File: src/rtl/softmax_stream_pkg.sv
// softmax_stream_pkg: shared widths and FSM encoding for the softmax output stage
package softmax_stream_pkg;
    localparam int DENSE_KSIZE = 10;
    localparam int BIT_DATA    = 8;
    localparam int BIT_SOFTMAX = 8;
    localparam int FRAC_BITS   = 12;
    localparam int CONF_THRESH = 230;
    typedef enum logic [1:0] {S_LOAD, S_SUM, S_DIV, S_OUT} state_t;
endpackage

File: src/rtl/softmax_stream_seq_divider.sv
// seq_divider: restoring unsigned divider, one quotient bit per cycle, first bit in the start cycle
module seq_divider #(
    parameter int DIVIDEND_W = 21,
    parameter int DIVISOR_W  = 17,
    parameter int QUOT_W     = 9
) (
    input  logic                  clock,
    input  logic                  reset,
    input  logic                  start,
    input  logic [DIVIDEND_W-1:0] dividend,
    input  logic [DIVISOR_W-1:0]  divisor,
    output logic                  busy,
    output logic                  done,
    output logic [QUOT_W-1:0]     quotient
);
    localparam int CNT_W = $clog2(QUOT_W + 1);
    logic                 busy_q, busy_d;
    logic [CNT_W-1:0]     cnt_q, cnt_d;
    logic [DIVISOR_W-1:0] rem_q, rem_d, rem_src;
    logic [QUOT_W-1:0]    lo_q, lo_d, lo_src;
    logic [DIVISOR_W:0]   trial, diff;
    logic                 ge, step;
    assign busy     = busy_q;
    assign done     = busy_q && cnt_q == CNT_W'(QUOT_W - 1);
    assign quotient = lo_q;
    always_comb begin
        step    = start | busy_q;
        rem_src = start ? DIVISOR_W'(dividend >> QUOT_W) : rem_q;
        lo_src  = start ? dividend[QUOT_W-1:0] : lo_q;
        trial   = {rem_src, lo_src[QUOT_W-1]};
        diff    = trial - {1'b0, divisor};
        ge      = trial >= {1'b0, divisor};
        rem_d   = step ? (ge ? DIVISOR_W'(diff) : DIVISOR_W'(trial)) : rem_q;
        lo_d    = step ? {lo_src[QUOT_W-2:0], ge} : lo_q;
        busy_d  = start | (busy_q & ~done);
        cnt_d   = start ? CNT_W'(1) : busy_q ? cnt_q + 1'b1 : cnt_q;
    end
    always_ff @(posedge clock) begin
        if (reset) begin
            busy_q <= 1'b0;
            cnt_q  <= '0;
            rem_q  <= '0;
            lo_q   <= '0;
        end else begin
            busy_q <= busy_d;
            cnt_q  <= cnt_d;
            rem_q  <= rem_d;
            lo_q   <= lo_d;
        end
    end
endmodule

File: src/rtl/softmax_stream.sv
// softmax_stream: serial max-normalised softmax with argmax and confidence flag
module softmax_stream
    import softmax_stream_pkg::*;
#(
    parameter int N_CLASS = DENSE_KSIZE,
    parameter int DATA_W  = BIT_DATA,
    parameter int FRAC_W  = FRAC_BITS,
    parameter int OUT_W   = BIT_SOFTMAX,
    parameter int THRESH  = CONF_THRESH
) (
    input  logic                       clock,
    input  logic                       reset,
    input  logic signed [DATA_W-1:0]   x,
    input  logic                       x_valid,
    output logic                       x_ready,
    output logic [OUT_W-1:0]           y,
    output logic                       y_valid,
    input  logic                       y_ready,
    output logic [$clog2(N_CLASS)-1:0] y_index,
    output logic                       y_last,
    output logic [$clog2(N_CLASS)-1:0] argmax,
    output logic                       confident
);
    localparam int IDX_W  = $clog2(N_CLASS);
    localparam int E_W    = FRAC_W + 1;
    localparam int SUM_W  = FRAC_W + 1 + IDX_W;
    localparam int DVD_W  = E_W + OUT_W;
    localparam int Q_W    = OUT_W + 1;
    localparam int PROD_W = SUM_W + OUT_W + 1;
    localparam logic [E_W-1:0] ONE = E_W'(1) << FRAC_W;
    state_t                   state_q, state_d;
    logic [IDX_W-1:0]         cnt_q, cnt_d;
    logic signed [DATA_W-1:0] buf_q [N_CLASS];
    logic signed [DATA_W-1:0] max_q, max_d;
    logic [IDX_W-1:0]         argmax_q, argmax_d;
    logic [SUM_W-1:0]         sum_q, sum_d, sum_next;
    logic                     conf_q, conf_d;
    logic [DATA_W:0]          d;
    logic [E_W-1:0]           e;
    logic [Q_W-1:0]           quot;
    logic                     last_elem, x_fire, div_start, div_busy, div_done;
    assign x_ready   = state_q == S_LOAD;
    assign y_valid   = state_q == S_OUT;
    assign x_fire    = x_valid & x_ready;
    assign last_elem = cnt_q == IDX_W'(N_CLASS - 1);
    assign d         = {max_q[DATA_W-1], max_q} - {buf_q[cnt_q][DATA_W-1], buf_q[cnt_q]};
    assign e         = (d > (DATA_W+1)'(FRAC_W)) ? '0 : ONE >> d;
    assign sum_next  = sum_q + SUM_W'(e);
    assign div_start = state_q == S_DIV && !div_busy;
    assign y         = y_valid ? (quot[OUT_W] ? '1 : quot[OUT_W-1:0]) : '0;
    assign y_index   = cnt_q;
    assign y_last    = y_valid & last_elem;
    assign argmax    = argmax_q;
    assign confident = conf_q;
    always_comb begin
        state_d  = state_q;
        cnt_d    = cnt_q;
        max_d    = max_q;
        argmax_d = argmax_q;
        sum_d    = sum_q;
        conf_d   = conf_q;
        case (state_q)
            S_LOAD: begin
                sum_d = '0;
                if (x_fire) begin
                    cnt_d   = last_elem ? '0 : cnt_q + 1'b1;
                    state_d = last_elem ? S_SUM : S_LOAD;
                    if (cnt_q == '0 || x > max_q) begin
                        max_d    = x;
                        argmax_d = cnt_q;
                    end
                end
            end
            S_SUM: begin
                sum_d   = sum_next;
                cnt_d   = last_elem ? '0 : cnt_q + 1'b1;
                state_d = last_elem ? S_DIV : S_SUM;
                if (last_elem)
                    conf_d = PROD_W'(THRESH) * PROD_W'(sum_next) <= (PROD_W'(1) << (FRAC_W + OUT_W));
            end
            S_DIV: state_d = div_done ? S_OUT : S_DIV;
            S_OUT: begin
                if (y_ready) begin
                    cnt_d   = last_elem ? '0 : cnt_q + 1'b1;
                    state_d = last_elem ? S_LOAD : S_DIV;
                end
            end
            default: state_d = S_LOAD;
        endcase
    end
    always_ff @(posedge clock) begin
        if (reset) begin
            state_q  <= S_LOAD;
            cnt_q    <= '0;
            max_q    <= '0;
            argmax_q <= '0;
            sum_q    <= '0;
            conf_q   <= 1'b0;
        end else begin
            state_q  <= state_d;
            cnt_q    <= cnt_d;
            max_q    <= max_d;
            argmax_q <= argmax_d;
            sum_q    <= sum_d;
            conf_q   <= conf_d;
        end
    end
    always_ff @(posedge clock) begin
        if (x_fire)
            buf_q[cnt_q] <= x;
    end
    seq_divider #(
        .DIVIDEND_W(DVD_W),
        .DIVISOR_W (SUM_W),
        .QUOT_W    (Q_W)
    ) u_div (
        .clock    (clock),
        .reset    (reset),
        .start    (div_start),
        .dividend ({e, {OUT_W{1'b0}}}),
        .divisor  (sum_q),
        .busy     (div_busy),
        .done     (div_done),
        .quotient (quot)
    );
endmodule

File: config.mk
export PLATFORM = sky130hd
export DESIGN_NAME = softmax_stream
export DESIGN_NICKNAME = d
export VERILOG_FILES = /design/src/rtl/softmax_stream_pkg.sv /design/src/rtl/softmax_stream_seq_divider.sv /design/src/rtl/softmax_stream.sv
export SDC_FILE = /design/constraint.sdc
export NUM_CORES = 1
export LEC_CHECK = 0
export CAP_MARGIN = 20
export CORE_ASPECT_RATIO = 1.1
export CORE_MARGIN = 5
export CORE_UTILIZATION = 30
export CTS_CLUSTER_SIZE = 40
export DETAILED_ROUTE_END_ITERATION = 8
export PLACE_DENSITY = 0.54
export SLEW_MARGIN = 0
export SYNTH_ARGS = -nofsm -noshare
export SYNTH_HDL_FRONTEND = slang
export SYNTH_SLANG_ARGS = --single-unit
File: constraint.sdc
create_clock -name clock -period 19.5 [get_ports clock]
set_input_delay 2.925 -clock clock [delete_from_list [all_inputs] [get_ports clock]]
set_output_delay 2.925 -clock clock [all_outputs]
set_load 0.05 [all_outputs]
==> key figures, run 1 <==
Finish
  – Area of the multi-input gates: 6730 sq um
  – Fillers: 3780
  – Layout cell share with drive strength beyond 1: 7.32%
  – Commonest non-fill, non-tap cell in the layout: ha_1
  – Sequential cell area: 3820 sq um
  – Final net count: 1352
  – Non-Filler Instances: 1696
  – ANT cells: 0
  – Most frequent cells in the layout: 116 x ha_1, 115 x inv_1, 107 x nor2_1
  – Layout area overhead: 12.6%

Drt
  – Drt initial violations: 547
  – DRC: 0
  – Routed Antenna Nets: 0
  – DR pass1 iterations: 5
  – Wire per inst: 16.6 um
  – Vias: 8629
  – Vias/cell: 5.09
  – WL final: 28.1 mm

Logic synthesis
  – Yosys warns: 0
  – Syn_nets: 1333
  – Primary FF master, synth: edfxtp_1
  – Synth unique cells: 74
  – Avg Cell Area, Syn: 9.55 sq um
  – Asr flop ratio synth: 0%
  – Post-Syn Instances: 1170
  – Synth top area share: 21.5%
  – Netlist Area Pre-Place: 11200 sq um
  – Post-synthesis sequential area ratio: 34.2%
  – Number of enable flip-flop cells after synthesis: 80
  – Synth area leader: edfxtp_1
  – Area contributors post-synth: edfxtp_1 22%, ha_1 13%, dfxtp_1 13%
  – Flops & latches, synth: 151

Global route
  – Number of global-route vias before repair: 8596
  – First-pass GRT wire length: 45.6 mm
  – Gr usage total: 13.6%
  – Initial antenna violation count: 0
  – GRT overflow: 0
  – Pin count of the biggest net entering global routing: 73

Die
  – Die height: 212 um
  – Die Width: 194 um
  – Site Rows: 74
  – Die area: 41200 sq um
  – Initial Util: 30.2%
  – Core area: 36900 sq um
  – IO Pins: 32

Setup path
  – Slowest-stage cell, CP: a2111oi_0
  – Critical path's most frequent cell: inv_1
  – Worst r2r dst: confident
  – Worst R2R Path Depth: 37
  – Crit-path max FO: 24
  – Arr. time, crit path: 11.17 ns
  – CP Launch Type: flip-flop
  – CP peak stage delay: 0.82 ns
  – FF-to-FF setup slack: 8.71 ns
  – Worst EP required: 19.88 ns
  – Crit end category: flip-flop
  – Setup CP Type: reg2reg

Power
  – Internal power: 0.000557 W
  – VDD IR max: 53.8 uV
  – PD cells: 63.0 nW/um^2
  – Leakage power: 5.17 nW
  – Clock power frac: 42.1%
  – Sequential share of power: 43.7%
  – Net switching power: 0.000235 W
  – Sw Ratio: 29.7%
  – Comb pwr share: 14.2%

Timing
  – Final setup fails: 0
  – Worst-margin pin slew: 1.02 ns
  – Slew HR: 32.0%
  – Final Hold Fails: 0
  – Max Clock Skew: 0.0213 ns
  – Final Cycle Share: 55.3%
  – Highest clock rate: 0.0927 GHz
  – RSZ-0062 raised after global routing: no
  – Final Max Slew Viols: 0
  – TNS Setup: 0 ns
  – Final min period: 10.79 ns

Place
  – DP HPWL: 21.1 mm
  – Port Buffers: 31
  – Placed cells: 1664
  – GP Congestion: 0.857

Clocking
  – Latest clock arrival within the worst-skew pair: 0.44 ns
  – CTS tree: yes
  – Post-CTS Setup Bufs: 0
  – Resized cells post-CTS: 0
  – Hold-fix buffers, CTS: 0
  – Sink Count: 151
  – Clock root cell: clkbuf_16
  – Max Buffers Root-to-Sink: 2
  – Clock buffer count from CTS: 17
  – H-tree depth: 4
  – Clock-pin slew on the worst setup and hold paths: 0.07 ns

Min path
  – Hold Crit Class: reg2reg
  – Min-Delay Path Depth: 2
  – Hold Crit Endpoint: argmax[3]
  – Worst hold start: argmax[3]

Job
  – Maxcap violations: 0

Run status
  – Status: completed
-- flip-flops by register name (all words and copies together) (netlist names), 2 cells and up, named ones only --
name	cells
buf_q	80
sum_q	17
u_div.rem_q	17
u_div.quotient	9
max_q	8
argmax	4
u_div.cnt_q	4
y_index	4
state_q	2
-- through the flow --
stage               utilization (%)  worst slack, ns  area, sq um  hold slack (ns)  power (W)
floorplan                         -             9.42        11200            0.433   0.000432
global placement               32.4             8.84        12000            0.454   0.000464
detailed placement             32.4             8.65        12000            0.467   0.000466
CTS                            34.1             8.63        12600            0.479   0.000801
global route                   34.1             7.73        12600            0.510   0.000828
finish                         34.1             8.71        12600            0.473   0.000792
-- synthesized netlist by cell type (4+ instances only) --
master	instances
a2111oi_0	7
a2111oi_2	5
a211oi_1	16
a21o_1	20
a21oi_1	57
a22oi_1	21
a31oi_1	15
and2_1	6
buf_1	4
clkbuf_1	32
dfxtp_1	71
edfxtp_1	80
fa_1	35
ha_1	116
inv_1	115
mux2_2	9
mux2i_1	13
mux4_2	16
nand2_1	66
nand2b_1	15
nand3_1	33
nand4_1	8
nor2_1	107
nor2b_1	12
nor3_1	31
nor3b_1	13
nor4_1	8
o2111ai_1	4
o211ai_1	5
o21a_1	14
o21ai_0	76
o221ai_1	4
o31ai_1	10
or2_2	6
or3_1	18
xnor2_1	24
xor2_1	25
-- metal layers --
metal  vias up  track usage (%)  routed length, um
li1       4306                -                  -
met2       116             23.7              13900
met5         -                0                  0
met4         0             3.03                324
met1      4182             18.2              13300
met3        25             1.89                581
-- power by group through the flow --
stage	Combinational (W)	Sequential, W	Clock [W]
after global placement	0.000110	0.000354	0
final	0.000112	0.000347	0.000334
after detailed placement	0.000112	0.000354	0
after floorplan	0.0000796	0.000352	0
after global routing	0.000125	0.000347	0.000356
after CTS	0.000112	0.000347	0.000342
-- critical path: cells and delay by family, from the launching register on --
family | cells | cell delay [ns]
xor gates and xnor gates | 1 | 0.24
buffers and inverters | 6 | 0.87
and+or+nand+nor | 5 | 0.89
DFF | 1 | 0.31
muxes | 2 | 0.83
AOI/OAI and AO/OA | 16 | 5.07
adders and majority gates | 7 | 2.51
-- cell type report --
cell class,count,share of cell area (%)
repair buffers,41,3.00
clock inverters,15,1.35
well taps,494,4.91
flip-flops and latches,151,30.4
multi-input cells,863,53.5
inverters,115,3.43
clock buffers,17,3.38
-- worst max-delay path by stage --
stage,from,end,slack [ns],depth (start not counted)
5_1_grt,flip-flop,confident,7.73,34
6_report,flip-flop,confident,8.71,37
3_5_place_dp,flip-flop,confident,8.65,36
2_1_floorplan,flip-flop,confident,9.42,38
3_3_place_gp,flip-flop,confident,8.84,35
4_1_cts,flip-flop,confident,8.63,37
-- cell families after synthesis --
family | share of synthesized area [%]
flip-flops | 34.2
multiplexers | 5.30
adder cells (fa/ha/maj) | 19.3
AO/OA/AOI/OAI | 17.3
buffers and inverters | 5.48
AND/OR/NAND/NOR | 14.6
XOR/XNOR | 3.84
No activity file was read; power rests on OpenSTA's default activity.
==> run 2: changes to the inputs <==
--- a/config.mk
+++ b/config.mk
@@ -11,7 +11,7 @@
 export CORE_UTILIZATION = 30
 export CTS_CLUSTER_SIZE = 40
 export DETAILED_ROUTE_END_ITERATION = 8
-export PLACE_DENSITY = 0.54
+export PLACE_DENSITY = 0.55
 export SLEW_MARGIN = 0
 export SYNTH_ARGS = -nofsm -noshare
 export SYNTH_HDL_FRONTEND = slang
==> constraint.sdc (replaced) <==
create_clock -name clock -period 9.3 [get_ports clock]
set_input_delay 1.395 -clock clock [delete_from_list [all_inputs] [get_ports clock]]
set_output_delay 1.395 -clock clock [all_outputs]
set_load 0.05 [all_outputs]
==> key figures, run 2 (synthesis gave the netlist of run 1 again) <==
Drt
  – Vias: 9103 (+5.5%)
  – DR pass1 iterations: 5 (unchanged)
  – Routed Antenna Nets: 0 (unchanged)
  – Wire per inst: 16.6 um (+0.34%)
  – Vias/cell: 5.16 (+1.5%)
  – DRC: 0 (unchanged)
  – WL final: 29.3 mm (+4.3%)
  – Drt initial violations: 568 (+3.8%)

Timing
  – Slew HR: 31.6% (-0.39 points)
  – Final Max Slew Viols: 0 (unchanged)
  – Max Clock Skew: 0.0106 ns (-0.0107 ns)
  – Final setup fails: 0 (unchanged)
  – Worst-margin pin slew: 1.02 ns (+0.00764 ns)
  – Final Cycle Share: 96.4% (+41 points)
  – TNS Setup: 0 ns (unchanged)
  – Final min period: 8.97 ns (-1.83 ns)
  – Highest clock rate: 0.112 GHz (+20%)
  – Final Hold Fails: 0 (unchanged)

Global route
  – GRT overflow: 0 (unchanged)
  – Pin count of the biggest net entering global routing: 75 (+2.7%)
  – Gr usage total: 14.3% (+0.68 points)
  – Number of global-route vias before repair: 8945 (+4.1%)
  – First-pass GRT wire length: 47.6 mm (+4.4%)
  – Initial antenna violation count: 0 (unchanged)

Clocking
  – Sink Count: 151 (unchanged)
  – CTS tree: yes
  – Clock-pin slew on the worst setup and hold paths: 0.07 ns (about the same)
  – Max Buffers Root-to-Sink: 2 (unchanged)
  – Latest clock arrival within the worst-skew pair: 0.44 ns (about the same)
  – Clock buffer count from CTS: 17 (unchanged)
  – Clock root cell: clkbuf_16
  – Hold-fix buffers, CTS: 0 (unchanged)
  – H-tree depth: 4 (unchanged)

Setup path
  – Setup CP Type: reg2reg
  – CP Launch Type: flip-flop
  – Arr. time, crit path: 9.35 ns (-1.82 ns)
  – Crit end category: flip-flop
  – CP peak stage delay: 0.56 ns (-0.26 ns)
  – Worst EP required: 9.68 ns (-10.20 ns)
  – Slowest-stage cell, CP: fa_2
  – Crit-path max FO: 9 (-63%)

Place
  – Placed cells: 1718 (+3.2%)
  – Port Buffers: 31 (unchanged)
  – DP HPWL: 22.0 mm (+4.4%)
  – GP Congestion: 0.860 (+0.39%)

Min path
  – Worst hold start: u_div.rem_q[16]
  – Hold Crit Class: reg2reg

Power
  – Tot Pwr: 0.00173 W (+120%)
  – PD cells: 129 nW/um^2 (+100%)
  – Leakage power: 5.57 nW (+7.8%)
  – VDD IR max: 127 uV (+140%)

Die
  – Initial Util: 30.2% (unchanged)
  – Core area: 36900 sq um (unchanged)
  – IO Pins: 32 (unchanged)
  – Die height: 212 um (unchanged)
  – Die Width: 194 um (unchanged)
  – Die area: 41200 sq um (unchanged)
  – Site Rows: 74 (unchanged)

Finish
  – Non-Filler Instances: 1763 (+4.0%)
  – Fillers: 3680 (-2.6%)
  – Most frequent cells in the layout: 109 x inv_1, 107 x ha_1, 106 x nor2_1
  – Area of the multi-input gates: 7000 sq um (+4.0%)
  – Largest register FFs: 80 (unchanged)
  – Sequential cell area: 3830 sq um (about the same)
  – Layout cell share with drive strength beyond 1: 15.6% (+8.3 points)
  – Layout area overhead: 20.0%
  – Post-layout util: 36.3% (+2.2 points)
  – Final net count: 1419 (+5.0%)
  – Biggest regs: buf_q x80, sum_q x17, u_div.rem_q x17
  – ANT cells: 0 (unchanged)
  – Register bank with the most flops: buf_q
  – Commonest non-fill, non-tap cell in the layout: inv_1

Job
  – Maxcap violations: 0 (unchanged)

Run status
  – Status: completed
[run 2: cell types whose count changed in the layout (fill, tap and decap cells not counted), sizes merged]
cell / change
inv: -5
buf: +67
clkinvlp: +1
bufinv: +1
clkinv: -2
clkbuf: +5
[run 2: final cells by class]
| cell class | count | share of cell area, % |
|---|---|---|
| timing repair buffer | 108 | 6.78 |
| clock inverter | 10 | 0.784 |
| inverter | 115 | 3.22 |
| sequential | 151 | 28.6 |
| tap | 494 | 4.61 |
| clock buffer | 22 | 3.79 |
| multi-input combinational | 863 | 52.3 |
[run 2: path summary, 6_finish.rpt]
| kind | slack (ns) | depth (start not counted) | endpoint |
|---|---|---|---|
| min reg2reg | 0.46 | 2 | u_div.rem_q[16] |
| max reg2reg | 0.33 | 34 | confident |
| max | 0.33 | 34 | confident |
| min | 0.46 | 2 | u_div.rem_q[16] |
[run 2: worst max-delay path, delay by kind of cell, from the launching register on]
kind / cells / cell delay [ns]
AOI/OAI and AO/OA: 14 / 3.89
xor gates and xnor gates: 1 / 0.18
adders and majority gates: 7 / 2.43
buffers and inverters: 8 / 0.80
DFF: 1 / 0.38
muxes: 2 / 0.76
and+or+nand+nor: 2 / 0.44
[run 2: metal layers]
layer  vias up  GRT usage [%]  wire length, um
met2       187           24.0            14000
met5         -              0                0
met1      4451           18.9            13600
met3        36           2.58             1130
met4         0           4.29              607
li1       4429              -                -
[run 2: what timing repair did]
item                                    CTS  global route
gates resized for setup                  10            61
pin swaps                                 2            33
endpoints found under the setup margin    1             1
setup buffers                             0            13
gates cloned                              0             0
[run 2: stage by stage]
step | hold slack, ns | area, sq um | worst slack, ns
after floorplan | 0.433 | 11200 | 0.0000622
after global placement | 0.451 | 12400 | -0.107
after detailed placement | 0.454 | 12400 | -0.473
after CTS | 0.463 | 13100 | 0.0624
after global routing | 0.490 | 13400 | -0.0417
final | 0.458 | 13400 | 0.334
[run 2: where the power goes]
| group | leakage, nW | switching (W) | internal (W) |
|---|---|---|---|
| sequential | 1.30 | 0.0000112 | 0.000715 |
| combinational | 3.98 | 0.000159 | 0.000128 |
| clock | 0.295 | 0.000294 | 0.000422 |
==> run 3: changes to the inputs <==
--- a/config.mk
+++ b/config.mk
@@ -7,11 +7,11 @@
 export LEC_CHECK = 0
 export CAP_MARGIN = 20
 export CORE_ASPECT_RATIO = 1.1
-export CORE_MARGIN = 5
 export CORE_UTILIZATION = 30
 export CTS_CLUSTER_SIZE = 40
 export DETAILED_ROUTE_END_ITERATION = 8
 export PLACE_DENSITY = 0.55
+export REMOVE_ABC_BUFFERS = 1
 export SLEW_MARGIN = 0
 export SYNTH_ARGS = -nofsm -noshare
 export SYNTH_HDL_FRONTEND = slang
==> key figures, run 3 (synthesis gave the netlist of run 1 again) <==
Finish
  – Biggest regs: buf_q x80, sum_q x17, u_div.rem_q x17
  – Layout area overhead: 23.7%
  – Most frequent cells in the layout: 115 x buf_4, 109 x inv_1, 104 x nor2_1, 104 x ha_1, 80 x edfxtp_1
  – Register bank with the most flops: buf_q
  – Largest register FFs: 80 (unchanged)
  – Non-Filler Instances: 1798 (+2.0%)
  – Layout cell share with drive strength beyond 1: 19.2% (+3.6 points)
  – Commonest non-fill, non-tap cell in the layout: buf_4
  – Post-layout util: 37.9% (+1.6 points)
  – Final net count: 1461 (+3.0%)
  – Fillers: 3568 (-3.0%)
  – ANT cells: 0 (unchanged)

Setup path
  – Worst EP required: 9.68 ns (about the same)
  – CP Launch Type: flip-flop
  – Setup CP Type: reg2reg
  – Critical path's top delay family: compound AO/OA/AOI/OAI gates
  – Crit end category: flip-flop
  – Worst R2R Path Depth: 37 (+8.8%)
  – Buf/Inv on CP: 10 (+2)
  – Critical Path Stages: 37 (+8.8%)
  – Crit-path max FO: 9 (unchanged)
  – Arr. time, crit path: 9.41 ns (+0.06 ns)
  – Slowest-stage cell, CP: fa_1
  – Critical path's most frequent cell: inv_2
  – CP peak stage delay: 0.52 ns (-0.04 ns)

Timing
  – Highest clock rate: 0.111 GHz (-0.73%)
  – Worst-margin pin slew: 0.992 ns (-0.0320 ns)
  – TNS Setup: 0 ns (unchanged)
  – Final setup fails: 0 (unchanged)
  – Final min period: 9.03 ns (+0.0659 ns)
  – Final Max Slew Viols: 0 (unchanged)
  – Final Cycle Share: 97.1% (+0.71 points)
  – Max Clock Skew: 0.0113 ns (+0.000769 ns)
  – RSZ-0062 raised after global routing: yes
  – Slew HR: 33.6% (+2.0 points)
  – Final Hold Fails: 0 (unchanged)

Clocking
  – H-tree depth: 4 (unchanged)
  – Clock-pin slew on the worst setup and hold paths: 0.07 ns (about the same)
  – CTS tree: yes
  – Clock buffer count from CTS: 17 (unchanged)
  – Hold-fix buffers, CTS: 0 (unchanged)
  – Clock root cell: clkbuf_16
  – Max Buffers Root-to-Sink: 2 (unchanged)
  – Latest clock arrival within the worst-skew pair: 0.43 ns (about the same)
  – Sink Count: 151 (unchanged)

Min path
  – Worst hold start: u_div.rem_q[16]
  – Min-Delay Path Depth: 2 (unchanged)
  – Hold Crit Class: reg2reg

Place
  – Placed cells: 1751 (+1.9%)
  – Port Buffers: 31 (unchanged)
  – GP Congestion: 0.887 (+3.1%)
  – DP HPWL: 21.8 mm (-0.62%)

Drt
  – WL final: 28.6 mm (-2.3%)
  – Drt initial violations: 508 (-11%)
  – Routed Antenna Nets: 0 (unchanged)
  – Wire per inst: 15.9 um (-4.2%)
  – DRC: 0 (unchanged)
  – DR pass1 iterations: 4 (-1)
  – Vias/cell: 5.07 (-1.8%)
  – Vias: 9113 (+0.11%)

Die
  – IO Pins: 32 (unchanged)
  – Core area: 36400 sq um (-1.4%)
  – Die area: 38000 sq um (-7.7%)
  – Die Width: 186 um (-4.1%)
  – Site Rows: 73 (-1.4%)
  – Die height: 204 um (-3.8%)
  – Initial Util: 30.6% (+0.41 points)

Job
  – Maxcap violations: 0 (unchanged)

Power
  – VDD IR max: 143 uV (+12%)
  – PD cells: 125 nW/um^2 (-2.8%)
  – Leakage power: 5.77 nW (+3.6%)

Global route
  – Initial antenna violation count: 1 (+1)
  – First-pass GRT wire length: 46.1 mm (-3.0%)
  – Gr usage total: 15.5% (+1.2 points)
  – GRT overflow: 0 (unchanged)
  – Pin count of the biggest net entering global routing: 54 (-28%)
  – Number of global-route vias before repair: 8913 (-0.36%)

Run status
  – Status: completed
-- run 3: cell count changes in the layout (fill, tap and decap cells not counted), sizes merged --
cell	previous run	this run
clkinvlp	2	1
buf	78	120
clkbuf	22	20
inv	120	123
-- run 3: area by class of cell --
cell class	count	area [sq um]	share of cell area (%)
multi-input cells	863	7130	51.6
repair buffers	150	1230	8.91
well taps	487	609	4.41
inverters	115	432	3.12
flip-flops and latches	151	3830	27.7
clock buffers	20	468	3.39
clock inverters	12	128	0.923
-- run 3: metrics by stage --
| step | cell area (sq um) | power, W | hold slack (ns) | setup WS, ns |
|---|---|---|---|---|
| 4_1_cts | 13300 | 0.00172 | 0.467 | 0.0279 |
| 3_5_place_dp | 12700 | 0.00101 | 0.455 | -0.311 |
| 6_report | 13800 | 0.00173 | 0.465 | 0.268 |
| 5_1_grt | 13800 | 0.00180 | 0.480 | -0.220 |
| 2_1_floorplan | 11000 | 0.000898 | 0.427 | -0.804 |
| 3_3_place_gp | 12700 | 0.00101 | 0.451 | -0.104 |
-- run 3: what timing repair did --
item                       CTS  global route
setup endpoints to repair    1             1
pin swaps                    2            40
setup buffers                0            15
gates resized for setup      9            85
-- run 3: power by group --
group / internal, W / switching (W) / total, W
clock network: 0.000401 / 0.000304 / 0.000705
logic: 0.000139 / 0.000163 / 0.000302
registers: 0.000715 / 0.0000111 / 0.000726
-- run 3: layer usage --
metal | track usage (%) | vias to the layer above | wire length, um
met5 | 0 | - | 13
met4 | 6.67 | 2 | 1060
met3 | 2.00 | 44 | 637
met2 | 26.5 | 139 | 14100
met1 | 19.4 | 4413 | 12800
li1 | - | 4515 | -
-- run 3: tightest hold or removal path, stage by stage, from the launching register on --
cell and delay (ns):
dfxtp_1 0.32, nand2_1 0.05, a21oi_1 0.05
-- run 3: worst paths after layout --
kind | to | slack [ns]
worst max-delay path | confident | 0.27
worst min register to register | u_div.rem_q[16] | 0.47
worst max register to register | confident | 0.27
worst min-delay path | u_div.rem_q[16] | 0.47
